[config.mk]
export PLATFORM = sky130hd
export DESIGN_NAME = k16_mem_responder_flat
export DESIGN_NICKNAME = d
export VERILOG_FILES = /design/src/rtl/k16_mem_responder_pkg.sv /design/src/rtl/k16_mem_responder_if.sv /design/src/rtl/k16_mem_responder_io_regs.sv /design/src/rtl/k16_mem_responder.sv /design/src/flat_wrapper.sv
export SDC_FILE = /design/constraint.sdc
export NUM_CORES = 1
export LEC_CHECK = 0
export BUFFER_PORTS_ARGS = -buffer_cell sky130_fd_sc_hd__clkbuf_2
export CORE_UTILIZATION = 42
export DETAILED_ROUTE_END_ITERATION = 6
export PLACE_DENSITY = 0.86
export SLEW_MARGIN = 20
export SYNTH_ARGS = -nofsm -noshare
export SYNTH_HDL_FRONTEND = slang
export SYNTH_HIERARCHICAL = 1
export SYNTH_SLANG_ARGS = --single-unit
[constraint.sdc]
create_clock -name clk -period 2.6 [get_ports clk]
set_input_delay 0.26 -clock clk [delete_from_list [all_inputs] [get_ports clk]]
set_output_delay 0.26 -clock clk [all_outputs]
set_load 0.05 [all_outputs]
[src/rtl/k16_mem_responder_pkg.sv]
// k16_mem_responder_pkg: shared bus definitions for the K16 memory responder.
// Return-source tags, the default I/O page base and a page-match helper.
package k16_mem_responder_pkg;

  // Where the data arriving next cycle should be routed.
  typedef enum logic [1:0] {
    RET_NONE = 2'd0,
    RET_CPU  = 2'd1,
    RET_VGA  = 2'd2,
    RET_IO   = 2'd3
  } ret_tag_t;

  localparam logic [15:0] IO_BASE_DEFAULT = 16'hFF00;
  localparam int unsigned IO_REG_AW       = 3;

  // True when an address page (upper byte) matches the I/O page.
  function automatic logic is_io_page(input logic [7:0] page, input logic [7:0] base_page);
    return (page == base_page);
  endfunction

endpackage

[src/rtl/k16_mem_responder_if.sv]
// k16_mem_responder_if: CPU bus, VGA fetch port and RAM port of the responder.
// master = CPU/VGA/RAM side (the environment), slave = the responder.
interface k16_mem_responder_if #(
  parameter int ADDR_W = 16
);
  logic              busy;
  logic [ADDR_W-1:0] address;
  logic [15:0]       data_out;
  logic              write;
  logic              hold;
  logic [15:0]       data_in;

  logic              vga_req;
  logic [ADDR_W-1:0] vga_addr;
  logic              vga_ack;
  logic [15:0]       vga_data;

  logic [ADDR_W-1:0] ram_addr;
  logic [15:0]       ram_wdata;
  logic              ram_we;
  logic [15:0]       ram_rdata;

  modport slave (
    input  busy, address, data_out, write, vga_req, vga_addr, ram_rdata,
    output hold, data_in, vga_ack, vga_data, ram_addr, ram_wdata, ram_we
  );

  modport master (
    output busy, address, data_out, write, vga_req, vga_addr, ram_rdata,
    input  hold, data_in, vga_ack, vga_data, ram_addr, ram_wdata, ram_we
  );
endinterface

[src/rtl/k16_mem_responder_io_regs.sv]
// k16_io_regs: 8 x 16 I/O register file, synchronous write, registered read.
// Only instantiated when K16_IO_PAGE_EN is defined.
module k16_io_regs (
  input  logic        i_clk,
  input  logic        i_rst_n,
  input  logic        i_we,
  input  logic [2:0]  i_waddr,
  input  logic [15:0] i_wdata,
  input  logic        i_re,
  input  logic [2:0]  i_raddr,
  output logic [15:0] o_rdata
);
  logic [15:0] r_regs [0:7];
  logic [15:0] r_rdata;

  // Register file storage: cleared on reset, written on accepted I/O writes.
  always_ff @(posedge i_clk or negedge i_rst_n) begin
    if (!i_rst_n) begin
      for (int i = 0; i < 8; i++) begin
        r_regs[i] <= 16'h0000;
      end
    end else if (i_we) begin
      r_regs[i_waddr] <= i_wdata;
    end
  end

  // Read port: data appears the cycle after the read is accepted.
  always_ff @(posedge i_clk or negedge i_rst_n) begin
    if (!i_rst_n) begin
      r_rdata <= 16'h0000;
    end else if (i_re) begin
      r_rdata <= r_regs[i_raddr];
    end
  end

  assign o_rdata = r_rdata;
endmodule

[src/rtl/k16_mem_responder.sv]
// k16_mem_responder: shares one synchronous RAM port between the K16 CPU bus
// and the VGA pixel fetcher. VGA normally wins a conflict, but a CPU that was
// stalled last cycle wins this one, so neither side waits more than 1 cycle.
// Optional feature macro: K16_IO_PAGE_EN (8 mirrored I/O registers on the
// IO_BASE page, accessed without touching the RAM port).
module k16_mem_responder
  import k16_mem_responder_pkg::*;
#(
  parameter int                ADDR_W  = 16,
  parameter logic [ADDR_W-1:0] IO_BASE = ADDR_W'(IO_BASE_DEFAULT)
) (
  input logic                      clk,
  input logic                      reset_n,
  k16_mem_responder_if.slave       bus
);
  logic              r_cpu_starved;
  ret_tag_t          r_cpu_ret;
  ret_tag_t          r_vga_ret;
  logic [15:0]       r_data_in;
  logic [15:0]       r_vga_data;

  logic              w_io_hit;
  logic              w_cpu_needs_ram;
  logic              w_grant_vga;
  logic              w_hold;
  logic              w_cpu_accept;
  logic [ADDR_W-1:0] w_ram_addr;
  logic              w_ram_we;
  ret_tag_t          w_cpu_ret_nxt;
  ret_tag_t          w_vga_ret_nxt;
  logic [15:0]       w_data_in;
  logic [15:0]       w_vga_data;

`ifdef K16_IO_PAGE_EN
  logic [15:0]       w_io_rdata;

  assign w_io_hit = bus.busy & is_io_page(bus.address[ADDR_W-1 -: 8], IO_BASE[ADDR_W-1 -: 8]);

  // I/O accesses never stall, so busy alone means accepted.
  k16_io_regs u_io_regs (
    .i_clk   (clk),
    .i_rst_n (reset_n),
    .i_we    (w_io_hit & bus.write),
    .i_waddr (bus.address[IO_REG_AW-1:0]),
    .i_wdata (bus.data_out),
    .i_re    (w_io_hit & ~bus.write),
    .i_raddr (bus.address[IO_REG_AW-1:0]),
    .o_rdata (w_io_rdata)
  );
`else
  logic              w_unused_io_base;

  assign w_io_hit         = 1'b0;
  assign w_unused_io_base = ^IO_BASE;
`endif

  // Arbitration: a starved CPU that needs the RAM blocks VGA for one cycle.
  assign w_cpu_needs_ram = bus.busy & ~w_io_hit;
  assign w_grant_vga     = bus.vga_req & ~(bus.busy & r_cpu_starved & w_cpu_needs_ram);
  assign w_hold          = reset_n & bus.busy & w_cpu_needs_ram & w_grant_vga;
  assign w_cpu_accept    = bus.busy & ~w_hold;

  // RAM port mux; writes are suppressed in reset so an in-flight access aborts.
  always_comb begin
    w_ram_addr = bus.address;
    w_ram_we   = 1'b0;
    if (w_grant_vga) begin
      w_ram_addr = bus.vga_addr;
      w_ram_we   = 1'b0;
    end else begin
      w_ram_addr = bus.address;
      w_ram_we   = reset_n & w_cpu_accept & bus.write & w_cpu_needs_ram;
    end
  end

  // Return tags for data arriving next cycle (CPU and VGA can return together).
  always_comb begin
    w_cpu_ret_nxt = RET_NONE;
    w_vga_ret_nxt = RET_NONE;
    if (w_cpu_accept & ~bus.write) begin
      w_cpu_ret_nxt = w_io_hit ? RET_IO : RET_CPU;
    end else begin
      w_cpu_ret_nxt = RET_NONE;
    end
    if (w_grant_vga) begin
      w_vga_ret_nxt = RET_VGA;
    end else begin
      w_vga_ret_nxt = RET_NONE;
    end
  end

  // CPU read data: pass returning data through, otherwise hold the last read.
  always_comb begin
    w_data_in = r_data_in;
    case (r_cpu_ret)
      RET_CPU: w_data_in = bus.ram_rdata;
`ifdef K16_IO_PAGE_EN
      RET_IO:  w_data_in = w_io_rdata;
`endif
      default: w_data_in = r_data_in;
    endcase
  end

  // VGA read data: valid alongside vga_ack, held afterwards.
  always_comb begin
    if (r_vga_ret == RET_VGA) begin
      w_vga_data = bus.ram_rdata;
    end else begin
      w_vga_data = r_vga_data;
    end
  end

  // Arbitration history, return tags and held read data.
  always_ff @(posedge clk or negedge reset_n) begin
    if (!reset_n) begin
      r_cpu_starved <= 1'b0;
      r_cpu_ret     <= RET_NONE;
      r_vga_ret     <= RET_NONE;
      r_data_in     <= 16'h0000;
      r_vga_data    <= 16'h0000;
    end else begin
      r_cpu_starved <= w_hold;
      r_cpu_ret     <= w_cpu_ret_nxt;
      r_vga_ret     <= w_vga_ret_nxt;
      r_data_in     <= w_data_in;
      r_vga_data    <= w_vga_data;
    end
  end

  assign bus.hold      = w_hold;
  assign bus.data_in   = w_data_in;
  assign bus.vga_ack   = (r_vga_ret == RET_VGA);
  assign bus.vga_data  = w_vga_data;
  assign bus.ram_addr  = w_ram_addr;
  assign bus.ram_wdata = bus.data_out;
  assign bus.ram_we    = w_ram_we;
endmodule

[src/flat_wrapper.sv]
// flat-port wrapper written by rule: the top's interface ports become plain ports
module k16_mem_responder_flat import k16_mem_responder_pkg::*;
#(
  parameter int                ADDR_W  = 16,
  parameter logic [ADDR_W-1:0] IO_BASE = ADDR_W'(IO_BASE_DEFAULT)
)
  (clk, reset_n, bus_busy, bus_address, bus_data_out, bus_write, bus_vga_req, bus_vga_addr, bus_ram_rdata, bus_hold, bus_data_in, bus_vga_ack, bus_vga_data, bus_ram_addr, bus_ram_wdata, bus_ram_we);
  k16_mem_responder_if #(.ADDR_W(ADDR_W)) bus_i ();
  input logic clk;
  input logic reset_n;
  input wire logic [$bits(bus_i.busy)-1:0] bus_busy;
  input wire logic [$bits(bus_i.address)-1:0] bus_address;
  input wire logic [$bits(bus_i.data_out)-1:0] bus_data_out;
  input wire logic [$bits(bus_i.write)-1:0] bus_write;
  input wire logic [$bits(bus_i.vga_req)-1:0] bus_vga_req;
  input wire logic [$bits(bus_i.vga_addr)-1:0] bus_vga_addr;
  input wire logic [$bits(bus_i.ram_rdata)-1:0] bus_ram_rdata;
  output wire logic [$bits(bus_i.hold)-1:0] bus_hold;
  output wire logic [$bits(bus_i.data_in)-1:0] bus_data_in;
  output wire logic [$bits(bus_i.vga_ack)-1:0] bus_vga_ack;
  output wire logic [$bits(bus_i.vga_data)-1:0] bus_vga_data;
  output wire logic [$bits(bus_i.ram_addr)-1:0] bus_ram_addr;
  output wire logic [$bits(bus_i.ram_wdata)-1:0] bus_ram_wdata;
  output wire logic [$bits(bus_i.ram_we)-1:0] bus_ram_we;
  assign bus_i.busy = bus_busy;
  assign bus_i.address = bus_address;
  assign bus_i.data_out = bus_data_out;
  assign bus_i.write = bus_write;
  assign bus_i.vga_req = bus_vga_req;
  assign bus_i.vga_addr = bus_vga_addr;
  assign bus_i.ram_rdata = bus_ram_rdata;
  assign bus_hold = bus_i.hold;
  assign bus_data_in = bus_i.data_in;
  assign bus_vga_ack = bus_i.vga_ack;
  assign bus_vga_data = bus_i.vga_data;
  assign bus_ram_addr = bus_i.ram_addr;
  assign bus_ram_wdata = bus_i.ram_wdata;
  assign bus_ram_we = bus_i.ram_we;
  k16_mem_responder #(.ADDR_W(ADDR_W), .IO_BASE(IO_BASE)) u_core (.clk(clk), .reset_n(reset_n), .bus(bus_i));
endmodule
## Word-level counts from Yosys, hierarchy flattened

Index checks and enable logic that the tools add are counted.

- Mux-type cells: 6
- Eq/ne operators: 2
- Bitwise logic cells: 14

Operators by type and width:

| cell | number |
|---|---|
| 2-to-1 mux 16 bit | 3 |
| AND 1 bit | 11 |
| inverter 1 bit | 3 |
| == test 2 x 1 -> 1 bit (second input constant) | 1 |
| == test 2 bit (second input constant) | 1 |
| 2-to-1 mux 1 bit | 2 |
| 2-to-1 mux 2 bit | 1 |

- Word-level logic and storage cells: 27
- Output and inout bits: 67
- Input port bits: 69
- Register bits: 37

## Longest topological paths before layout

- Depth after elaboration: 11
- Mapped depth: 3
- Depth with buffers taken out: 2

## Worst setup path after synthesis

OpenSTA, ideal clock, no wires.

- Path kind: register to output
- From: register u_core.r_vga_ret[1]
- To: output bus_vga_data[10]
- Stages on the path, launching flop included: 4
- Setup slack: 778 ps
- Required time: 2340 ps
- Path buffers: 2
- Data arrival time: 1562 ps
- Path through: dfrtp_1 > buf_2 > buf_2 > mux2_2

- Cells in the longest elaborated chain, start to end: 2

Ends and longest elaborated chain:

| what | RTL line | text |
|---|---|---|
| start, declared | k16_mem_responder.sv:18 | `ret_tag_t r_vga_ret;` |
| start signal, assigned | k16_mem_responder.sv:124 | `r_vga_ret <= w_vga_ret_nxt;` |
| == test 2 bit | k16_mem_responder.sv:106 | `if (r_vga_ret == RET_VGA) begin` |
| 2-to-1 mux 16 bit | k16_mem_responder.sv:106 |  |
| end, declared | flat_wrapper.sv:21 | `output wire logic [$bits(bus_i.vga_data)-1:0] bus_vga_data;` |

Every way passes these cells.

## Worst setup path after layout

- From: register u_core.r_cpu_starved
- To: output bus_ram_addr[15]

- Cells in the longest elaborated chain, start to end: 5

Ends and longest elaborated chain:

| what | RTL line | text |
|---|---|---|
| start, declared | k16_mem_responder.sv:16 | `logic r_cpu_starved;` |
| start signal, assigned | k16_mem_responder.sv:122 | `r_cpu_starved <= w_hold;` |
| AND 1 bit (2 in a row) | k16_mem_responder.sv:59 | `assign w_grant_vga = bus.vga_req & ~(bus.busy & r_cpu_starved & w_cpu_needs_ram);` |
| inverter 1 bit | k16_mem_responder.sv:59 |  |
| AND 1 bit | k16_mem_responder.sv:59 |  |
| 2-to-1 mux 16 bit | k16_mem_responder.sv:67 | `if (w_grant_vga) begin` |
| end, declared | flat_wrapper.sv:22 | `output wire logic [$bits(bus_i.ram_addr)-1:0] bus_ram_addr;` |

Every way passes these cells.

==> reports/results.env <==
OUTCOME='complete, no violations'
DIEWIDTH_UM=65.0
PLACE_WS_NS=0.751
POWER.INTERNAL_uW=1040
IO_PINS=136
WIRELENGTH_UM=3700
CP_SLOWEST_CELL='a21boi_4'
HOLD_PATH_CLASS='in2async'
AVGSYNTHCELLAREA_UM2=15.0
ANTENNA_FOUND_INITIAL=0
CRIT_TYPE='reg2out'
DIE_HEIGHT_UM=65.0
CP_TOP_FAMILY='compound AO/OA/AOI/OAI gates'
FINALWEIGHTEDCONGESTION=0.793
SEQ_AREA_FRAC_SYNTH=0.526
SYNTH_COMPOUND_GATE_AREA_SHARE=0.0195
FINAL_CORE_UTILIZATION=0.587
SYNTHSIMPLEGATEAREAFRAC=0.00902
CRITICAL_PATH.CELL_CHAIN='a21boi_4 -> mux2_2 -> clkbuf_2'
POST_SYNTH_XOR_AREA_FRACTION=0
HPWLAFTERDP_UM=2970
ARRIVAL_NS=1.88
STARTPOINT_TYPE='flop'
GRT_BUSIEST_LAYER='met2'
GRT_UTIL_MET3=0.0669
CTS_HOLD_REPAIR.BUFFERS=0
ANT_NETS=0
GRT_START_MAX_NET_PINS=37
NUMBER_OF_BUFFERS_INSERTED_DURING_CLOCK_TREE_SYNTHESIS=5
FINALHOLDVIOLCOUNT=0
TIMING.RR.END='u_core/r_data_in[8]$_DFF_PN0_'
CLOCK_TREE.ROOT_CELL='clkbuf_8'
GRT_SETUP_UNREPAIRED='false'
GRT_UTIL_ALL_LAYERS=0.186
PORT-BUFFER-COUNT=103
WL_PER_CELL_UM=14.7
CP_DATA_REQUIRED_TIME_NS=2.34
FINAL.SETUP_SKEW_NS=0.00435
DESIGN.DIE.AREA_MM2=0.00422
POWER.DENSITY_CELL_AREA_mW_PER_MM2=777
SETUP-TNS-FINAL_NS=0
SETUP_SLACK_NS=0.462
NETSWITCHINGPOWER_uW=665
PATH_CLK_SLEW_NS=0.07
WORSTPATHBUFFERINVERTERCOUNT=1
VIAS=1179
CTS_RESIZED=0
WORST_SETUP_PATH_STARTPOINT='u_core/r_cpu_starved$_DFF_PN0_'
CORE_AREA_MM2=0.00374
SYNTH_TOP_FAMILY_BY_AREA='multiplexers'
PWR-SHARE-SEQ=0.377
LAYOUT_MIN_CYCLE_TIME_NS=2.14
CP_MAX_FO=17
LEAKAGEPOWER_uW=0.00115
CTS_BUFFER_DEPTH=2
REG2REG_FROM='u_core/r_cpu_ret[0]$_DFF_PN0_'
GRT_PASS1_WL_UM=5700
MAX_SLEW_MARGIN=0.534
TRITONCTS='done'
SYNTH_CELL_TYPES=12
PATH_DEPTH=3
SYNTHTOLAYOUTAREAGROWTH_PCT=31.9
TIMING_WORST_SLEW_PIN_VALUE_NS=0.699
FF2FF_SETUP_SLACK_NS=1.25
VIAS_PER_CELL=4.70
INSERTION_DELAY_NS=0.28
NFILLCELLS=304
PLACEMENT_ROWS=22
GRT_PASS1_VIAS=1189
CTSHTREEMAXLEVEL=2
SYNTH_SEQ_CELLS=35
SYNTHADDERAREAFRAC=0
BIGGEST_CELL_DELAY_ALONG_THE_CRITICAL_PATH_NS=0.55
VDD_IR_DROP_MAX_uV=389
PERIOD_SHARE=0.822
ACHIEVABLE-FREQUENCY_MHz=468
CRIT_PATH_END_KIND='primary output'
GRTUSAGEMET1=0.208
DRT_PASS1_ITERATIONS=4
CLOCK_SINKS=35
MAXCAPVIOLCOUNT=0
SW_FRAC_OF_TOTAL=0.390
ANTENNA_CELLS_INSERTED=0
DRIVE_ABOVE_1_SHARE=0.798
DETAILEDROUTE.FIRSTITERATIONVIOLATIONS=42
SYNTH.AREA.MUX_SHARE=0.345
PWR-SHARE-CLK=0.246
FINALSETUPVIOLCOUNT=0
WORST_HOLD_SLACK_NS=0.0583
CTS_SETUP_BUFFERS=0
SYNTH_CELLS=111
TIMING.REG2REG.WORST_PATH_DEPTH=1
SYNTH_WARN=6
FINAL_MAX_SLEW_VIOLATION_COUNT=0
CRITPATHCAPTURE='bus_ram_addr[15]'
POST_SYNTHESIS_INSTANCE_AREA_MM2=0.00167
POST-ROUTE-DRC-COUNT=0
COMB_POWER_SHARE=0.378
FIN_NETS=271
INITIAL_CORE_UTIL=0.445
GLOBALROUTE.TOTALOVERFLOW=0
SYN_NETS=180
GRT_UTIL_MET2=0.329
## power by group through the flow
| stage | clock, uW | combinational (uW) | sequential [uW] |
|---|---|---|---|
| floorplan | 0 | 571 | 644 |
| global placement | 0 | 643 | 649 |
| detailed placement | 0 | 650 | 655 |
| CTS | 435 | 651 | 644 |
| global route | 460 | 675 | 650 |
| finish | 420 | 645 | 643 |
## routing by layer
metal / up-vias / wire, um
met5: - / 0
met2: 78 / 1940
met3: 7 / 334
met4: 0 / 35
li1: 549 / -
met1: 545 / 1390
## sequential cells by signal (all words and copies together), names as in the netlist
register              count
u_core/r_data_in         16
u_core/r_vga_ret          1
u_core/r_cpu_starved      1
u_core/r_cpu_ret          1
u_core/r_vga_data        16
## cell type report
type / count / area (um2) / area share
clock buffer: 8 / 100 / 0.0456
timing repair buffer: 105 / 531 / 0.242
inverter: 2 / 7.51 / 0.00342
multi-input combinational: 53 / 622 / 0.283
sequential: 35 / 876 / 0.399
tap: 48 / 60.1 / 0.0274
## how the worst min path moves through the flow
| stage | start | endpoint | slack, ns |
|---|---|---|---|
| 2_1_floorplan | reset_n | u_core/r_cpu_ret[0]$_DFF_PN0_ | -0.04 |
| 3_3_place_gp | reset_n | u_core/r_cpu_ret[0]$_DFF_PN0_ | 0.36 |
| 6_report | reset_n | u_core/r_vga_data[0]$_DFF_PN0_ | 0.06 |
| 3_5_place_dp | reset_n | u_core/r_vga_data[0]$_DFF_PN0_ | 0.37 |
| 5_1_grt | reset_n | u_core/r_data_in[3]$_DFF_PN0_ | 0.1 |
| 4_1_cts | reset_n | u_core/r_data_in[0]$_DFF_PN0_ | 0.07 |
## kinds of logic (layout without fill, tap and decap cells)
kind of cell	count (synthesis)	count (layout)
AOI/OAI and AO/OA	3	3
buffers and inverters	23	115
and+or+nand+nor	2	2
muxes	48	48
DFF	35	35
## cells in the final DEF, fill, tap and decap left out
cell | synthesis | layout
dfrtp_1 | 35 | 35
nand3_1 | 1 | 1
mux2_2 | 39 | 39
clkbuf_2 | 0 | 103
clkbuf_1 | 0 | 1
a311oi_1 | 1 | 1
inv_1 | 2 | 2
clkbuf_8 | 0 | 7
a21boi_4 | 1 | 1
buf_4 | 16 | 2
and4_2 | 1 | 1
mux2_4 | 9 | 9
a21oi_1 | 1 | 1
## cells in the mapped netlist
cell type  number  area [um2]
a311oi_1        1        8.76
a21oi_1         1        5.00
dfrtp_1        35         876
inv_1           2        7.51
and4_2          1        10.0
a21boi_4        1        18.8
buf_4          16         120
buf_2           4        20.0
mux2_2         39         439
nand3_1         1        5.00
mux2_4          9         135
buf_12          1        20.0
## stage by stage
stage               std cells  cell area, um2  total power (uW)
finish                    251            2200              1710
CTS                       251            2200              1730
global route              251            2200              1790
global placement          243            2100              1290
detailed placement        243            2100              1300
floorplan                 111            1670              1220
Note: power is estimated with default switching activity, not from simulation.
